## src/rtl/frame_pkg.sv

```systemverilog
// Shared types and defaults for the framebuffer write path.
package frame_pkg;

  localparam int unsigned H_RES_DEF   = 640;
  localparam int unsigned V_RES_DEF   = 480;
  localparam int unsigned FRAME_WORDS = H_RES_DEF * V_RES_DEF;
  localparam int unsigned ADDR_W      = 26;
  localparam int unsigned RGB_W       = 24;

  typedef logic [ADDR_W-1:0] addr_t;
  typedef logic [RGB_W-1:0]  rgb_t;

  // One queued pixel: final word address plus colour.
  typedef struct packed {
    addr_t addr;
    rgb_t  rgb;
  } pix_word_t;

  typedef enum logic [1:0] {
    IDLE,
    PIX_REQ,
    CLEAR_REQ,
    CLEAR_NEXT
  } fw_state_t;

  // A framebuffer word carries the colour in its low 24 bits.
  function automatic logic [31:0] pack_word(input rgb_t rgb);
    return {8'h00, rgb};
  endfunction

endpackage

```

## src/rtl/pixel_fifo.sv

```systemverilog
// Small synchronous FIFO holding pixels that already carry final addresses.
module pixel_fifo
  import frame_pkg::*;
#(
  parameter int unsigned DEPTH = 4
) (
  input  logic      Clk,
  input  logic      Reset,
  input  logic      i_push,
  input  pix_word_t i_data,
  input  logic      i_pop,
  output pix_word_t o_data,
  output logic      o_full,
  output logic      o_empty
);

  localparam int unsigned PTR_W = (DEPTH > 1) ? $clog2(DEPTH) : 1;
  localparam logic [PTR_W:0] FULL_CNT = (PTR_W + 1)'(DEPTH);

  pix_word_t        r_mem [DEPTH];
  logic [PTR_W-1:0] r_wr_ptr;
  logic [PTR_W-1:0] r_rd_ptr;
  logic [PTR_W:0]   r_count;
  logic             w_do_push;
  logic             w_do_pop;

  assign o_full    = (r_count == FULL_CNT);
  assign o_empty   = (r_count == '0);
  assign o_data    = r_mem[r_rd_ptr];
  assign w_do_pop  = i_pop && !o_empty;
  // A pop in the same cycle frees the slot, so push+pop while full is legal.
  assign w_do_push = i_push && (!o_full || w_do_pop);

  // Pointer and occupancy bookkeeping; pointers wrap naturally (DEPTH is 2^n).
  always_ff @(posedge Clk) begin
    if (Reset) begin
      r_wr_ptr <= '0;
      r_rd_ptr <= '0;
      r_count  <= '0;
    end else begin
      if (w_do_push) r_wr_ptr <= r_wr_ptr + 1'b1;
      if (w_do_pop)  r_rd_ptr <= r_rd_ptr + 1'b1;
      case ({w_do_push, w_do_pop})
        2'b10:   r_count <= r_count + 1'b1;
        2'b01:   r_count <= r_count - 1'b1;
        default: r_count <= r_count;
      endcase
    end
  end

  // Payload storage; contents need no reset because occupancy gates reads.
  always_ff @(posedge Clk) begin
    if (w_do_push) r_mem[r_wr_ptr] <= i_data;
  end

endmodule

```

## src/rtl/frame_writer.sv

```systemverilog
// Writes drawing-engine pixels and full-frame clears into the SDRAM
// framebuffer through the shared sdram_master write port.
module frame_writer
  import frame_pkg::*;
#(
  parameter int unsigned H_RES      = H_RES_DEF,
  parameter int unsigned V_RES      = V_RES_DEF,
  parameter addr_t       BASE_ADDR  = 26'h0,
  parameter int unsigned FIFO_DEPTH = 4
) (
  input  logic        Clk,
  input  logic        Reset,
  input  logic        pix_valid,
  output logic        pix_ready,
  input  logic [9:0]  pix_x,
  input  logic [9:0]  pix_y,
  input  logic [23:0] pix_rgb,
  input  logic        clear_start,
  input  logic [23:0] clear_rgb,
  output logic        clear_done,
  output logic        busy,
  input  logic        mem_grant,
  output logic        write_req,
  output logic [25:0] address,
  output logic [31:0] write_data,
  input  logic        ready
);

  localparam addr_t LAST_WORD = addr_t'(H_RES * V_RES - 1);
  localparam addr_t H_RES_A   = addr_t'(H_RES);

  fw_state_t   r_state;
  logic        r_write_req;
  addr_t       r_address;
  logic [31:0] r_write_data;
  logic        r_clear_done;
  logic        r_clear_active;
  rgb_t        r_clear_rgb;
  addr_t       r_clear_cnt;

  logic        w_in_range;
  logic        w_push;
  logic        w_pop;
  logic        w_fifo_full;
  logic        w_fifo_empty;
  addr_t       w_pix_addr;
  pix_word_t   w_push_word;
  pix_word_t   w_head;

  // Off-screen pixels still complete their handshake but are dropped here.
  assign w_in_range  = (32'(pix_x) < H_RES) && (32'(pix_y) < V_RES);
  assign w_pix_addr  = BASE_ADDR + addr_t'(pix_y) * H_RES_A + addr_t'(pix_x);
  assign w_push_word = {w_pix_addr, pix_rgb};
  assign pix_ready   = !w_fifo_full;
  assign w_push      = pix_valid && pix_ready && w_in_range;
  // Pending clear outranks queued pixels, so only pop when no clear is waiting.
  assign w_pop       = (r_state == IDLE) && !r_clear_active && !w_fifo_empty && mem_grant;

  assign busy       = !w_fifo_empty || r_clear_active || r_write_req;
  assign write_req  = r_write_req;
  assign address    = r_address;
  assign write_data = r_write_data;
  assign clear_done = r_clear_done;

  pixel_fifo #(
    .DEPTH (FIFO_DEPTH)
  ) u_fifo (
    .Clk     (Clk),
    .Reset   (Reset),
    .i_push  (w_push),
    .i_data  (w_push_word),
    .i_pop   (w_pop),
    .o_data  (w_head),
    .o_full  (w_fifo_full),
    .o_empty (w_fifo_empty)
  );

  // Write-port FSM plus clear bookkeeping; all master-facing outputs registered.
  always_ff @(posedge Clk) begin
    if (Reset) begin
      r_state        <= IDLE;
      r_write_req    <= 1'b0;
      r_address      <= '0;
      r_write_data   <= '0;
      r_clear_done   <= 1'b0;
      r_clear_active <= 1'b0;
      r_clear_cnt    <= '0;
    end else begin
      r_clear_done <= 1'b0;

      // A new clear is only taken when none is running.
      if (clear_start && !r_clear_active) begin
        r_clear_active <= 1'b1;
        r_clear_rgb    <= clear_rgb;
        r_clear_cnt    <= '0;
      end

      case (r_state)
        IDLE: begin
          if (r_clear_active && mem_grant) begin
            r_write_req  <= 1'b1;
            r_address    <= BASE_ADDR + r_clear_cnt;
            r_write_data <= pack_word(r_clear_rgb);
            r_state      <= CLEAR_REQ;
          end else if (w_pop) begin
            r_write_req  <= 1'b1;
            r_address    <= w_head.addr;
            r_write_data <= pack_word(w_head.rgb);
            r_state      <= PIX_REQ;
          end
        end
        PIX_REQ: begin
          if (ready) begin
            r_write_req <= 1'b0;
            r_state     <= IDLE;
          end
        end
        CLEAR_REQ: begin
          if (ready) begin
            r_write_req <= 1'b0;
            if (r_clear_cnt == LAST_WORD) begin
              r_clear_done   <= 1'b1;
              r_clear_active <= 1'b0;
              r_state        <= IDLE;
            end else begin
              r_state <= CLEAR_NEXT;
            end
          end
        end
        CLEAR_NEXT: begin
          r_clear_cnt <= r_clear_cnt + 1'b1;
          r_state     <= IDLE;
        end
        default: r_state <= IDLE;
      endcase
    end
  end

endmodule

```

## config.mk

```make
export PLATFORM = sky130hd
export DESIGN_NAME = frame_writer
export DESIGN_NICKNAME = d
export VERILOG_FILES = /design/src/rtl/frame_pkg.sv /design/src/rtl/pixel_fifo.sv /design/src/rtl/frame_writer.sv
export SDC_FILE = /design/constraint.sdc
export NUM_CORES = 1
export LEC_CHECK = 0
export ABC_AREA = 1
export CORE_UTILIZATION = 55
export DETAILED_ROUTE_END_ITERATION = 7
export PLACE_DENSITY = 0.77
export SLEW_MARGIN = 40
export SYNTH_ARGS = -nofsm -noshare
export SYNTH_HDL_FRONTEND = slang
export SYNTH_HIERARCHICAL = 1
export SYNTH_SLANG_ARGS = --single-unit
```

## constraint.sdc

```tcl
create_clock -name Clk -period 9.77 [get_ports Clk]
set_input_delay 0.977 -clock Clk [delete_from_list [all_inputs] [get_ports Clk]]
set_output_delay 0.977 -clock Clk [all_outputs]
set_load 0.05 [all_outputs]
```

==> run metrics <==
Storage cell area=8530 um^2; crit path cell chain=nor2_2 -> nand2_2 -> inv_1 -> nand2_1 -> or2_2 -> clkdlybuf4s50_1; fmax=0.309 GHz; DPL Wire Length=19,000 um; Initial Util=0.568; complex-gate fraction of the synthesized area=0.133; syn_area_per_cell=10.3 um^2; Crit Path Max Fanout=4; simple-gate area share of the yosys netlist=0.147; Yosys cell types=45; most frequent cells in the layout=edfxtp_1 (224), nand2_1 (221), o21ai_0 (175); final setup margin=6.53 ns; Synth area leaders=edfxtp_1 (50%), dfxtp_1 (13%), o21ai_0 (6.5%); Min-Delay Path Class=reg -> reg; post-synthesis xor/xnor area fraction=0.00520; initial antenna violation count=1; P&R area growth vs syn=18.9%; Die Span Y=159 um; first-pass GRT wire length=48,800 um; critical path class=reg -> out; Die Width=159 um; worst hold slack=0.480 ns; worst hold start=u_fifo/r_rd_ptr[1]; Seq cells post-synth=314; path depth of the worst reg2reg path=7; PortBufs=127; vias=9,952; final-stage net count=1,546; area of the multi-input gates=4430 um^2; I/O pin count=136; LEAKAGE=5.88 nW; slowest CP cell=clkdlybuf4s50_1; Mapped Cells=1,308; nature of the critical path startpoint=flip-flop; Hold Path Depth=2; yosys warns=6; CTS Buffer Depth=3; fraction of the yosys area taken by sequential cells=0.632; Synth top area share=0.499; largest net degree at the start of global routing=101; vias in the first global route=9,619; Post-DRT Antenna Nets=0; Tmin final=3.24 ns; remaining global-route overflow=0; Slew @ Worst Pin=0.814 ns; Post-CTS Setup Bufs=0; PostCTS Resize Cnt=0; die area=25,100 um^2; Power Density=191 nW/um^2; DRT Pass-1 Iters=5; Worst-path clk slew=0.06 ns; Routed WL=31,300 um; crit path capture type=primary output; Hold-fix buffers, CTS=0; WP data required=8.79 ns; clk_lat worst skew=0.56 ns; R2R Setup Slk=7.07 ns; number of remaining DRC errors=0; r2r startpoint=r_state[0]; worst vdd ir=0.148 mV; worst endpoint data arrival time=2.26 ns; Hold Fails Final Rpt=0; clock skew=0.0119 ns; routed len/inst=17.5 um; Core Region=23,800 um^2; Tcrit/Tclk final=0.332; MaxCap Viol Count=0; RSZ-0062 raised after global routing=false; # rows=56; root buffer cell=clkbuf_16; CTS Buf Count=31; share of cells above drive strength 1=0.0683; RePlAce Congestion=0.872; status=complete, no violations; H-Tree Depth=1; largest family of logic cells by synthesized area=simple AND/OR/NAND/NOR gates; Hold Path End=u_fifo/r_rd_ptr[1]; FILL cells=1,762; Overall Global Routing Usage=0.253; CTS tree=done; 1st-iter DRT viols=908; commonest non-fill, non-tap cell in the layout=edfxtp_1; final setup TNS=0 ns; Post-Place Worst Slack=6.13 ns; final setup fails=0; reg2reg end=u_fifo/r_mem[0][44]; via/cell ratio=5.58; mux cell area share after synthesis=0; Slew Limit Fails=0; Post-Synth Adder-Cell Area=0.0314; relative slew slack=0.458; Syn Std Cell Area=13,500 um^2; Sink Count=314; Largest stage delay, worst path=0.72 ns; largest area contributor in the netlist=edfxtp_1
[cell usage after synthesis, drive strengths merged]
cell    instances
o22ai          50
a41oi           1
a21boi          1
a221oi          1
nor2          166
clkbuf         36
inv            86
or2             2
a22oi           3
ha             29
o21a            2
nor4            2
conb            1
fa              3
edfxtp        224
nand3          42
nand2         230
nor3            6
xor2            4
a31oi          32
o31ai           1
a21oi          47
nand3b          1
clkinv          2
dfxtp          90
nand4          13
xnor2           4
o21ai         189
a211oi          3
buf            37
[per-layer routing]
metal	wire (um)	GRT usage	part of all wire
met5	0	0	0
met4	641	0.0701	0.020
met3	1960	0.0365	0.063
met2	15400	0.442	0.49
met1	13300	0.330	0.42
[how the worst max path moves through the flow]
| stage | start | endpoint | slack [ns] | cells past startpoint |
|---|---|---|---|---|
| 2_1_floorplan | pix_x[8] | u_fifo/r_mem[0][0] | 5.43 | 5 |
| 6_report | u_fifo/r_count[1] | busy | 6.53 | 6 |
| 5_1_grt | u_fifo/r_count[1] | busy | 6.42 | 6 |
| 4_1_cts | u_fifo/r_count[1] | busy | 6.52 | 6 |
| 3_5_place_dp | pix_y[1] | u_fifo/r_mem[0][43] | 6.13 | 11 |
| 3_3_place_gp | pix_y[1] | u_fifo/r_mem[0][41] | 6.19 | 14 |
[critical path, delay by kind of cell, from the launching register on]
family / cells / cell delay (ns)
buffers and inverters: 2 / 0.80
and+or+nand+nor: 4 / 0.59
DFF: 1 / 0.33
[where the power goes]
| part | switching, mW | internal, mW | total [mW] | leakage, nW |
|---|---|---|---|---|
| clock network | 0.479 | 0.630 | 1.11 | 0.476 |
| registers | 0.0246 | 1.49 | 1.52 | 2.77 |
| logic | 0.301 | 0.142 | 0.443 | 2.64 |
| total | 0.805 | 2.26 | 3.07 | 5.88 |
[layout make-up]
class | instances | area share
flip-flops and latches | 314 | 0.532
multi-input cells | 864 | 0.276
repair buffers | 141 | 0.0861
clock buffers | 34 | 0.0491
well taps | 319 | 0.0249
inverters | 88 | 0.0211
clock inverters | 23 | 0.0101
diodes | 1 | 0.000156
[metrics by stage]
stage	util	area, um^2	std cells	total power, mW
after floorplan	-	13600	1339	1.83
after detailed placement	0.635	15100	1726	1.99
after global routing	0.675	16000	1784	3.18
after global placement	0.634	15100	1726	1.98
after CTS	0.675	16000	1783	3.08
final	0.675	16000	1784	3.07
[logic make-up after synthesis]
group / count (synthesis)
buffers and inverters: 161
XOR/XNOR: 8
flip-flops: 314
adder cells (fa/ha/maj): 32
other: 1
AO/OA/AOI/OAI: 330
AND/OR/NAND/NOR: 462
[state kept, by name, indices dropped and copies added, names as in the netlist, 2 cells and up, named ones only]
register,cells
u_fifo/r_count,3
write_data,24
address,26
r_state,2
u_fifo/r_mem,200
u_fifo/r_wr_ptr,2
u_fifo/r_rd_ptr,2
r_clear_cnt,26
r_clear_rgb,24
Note: power is estimated with default switching activity, not from simulation.
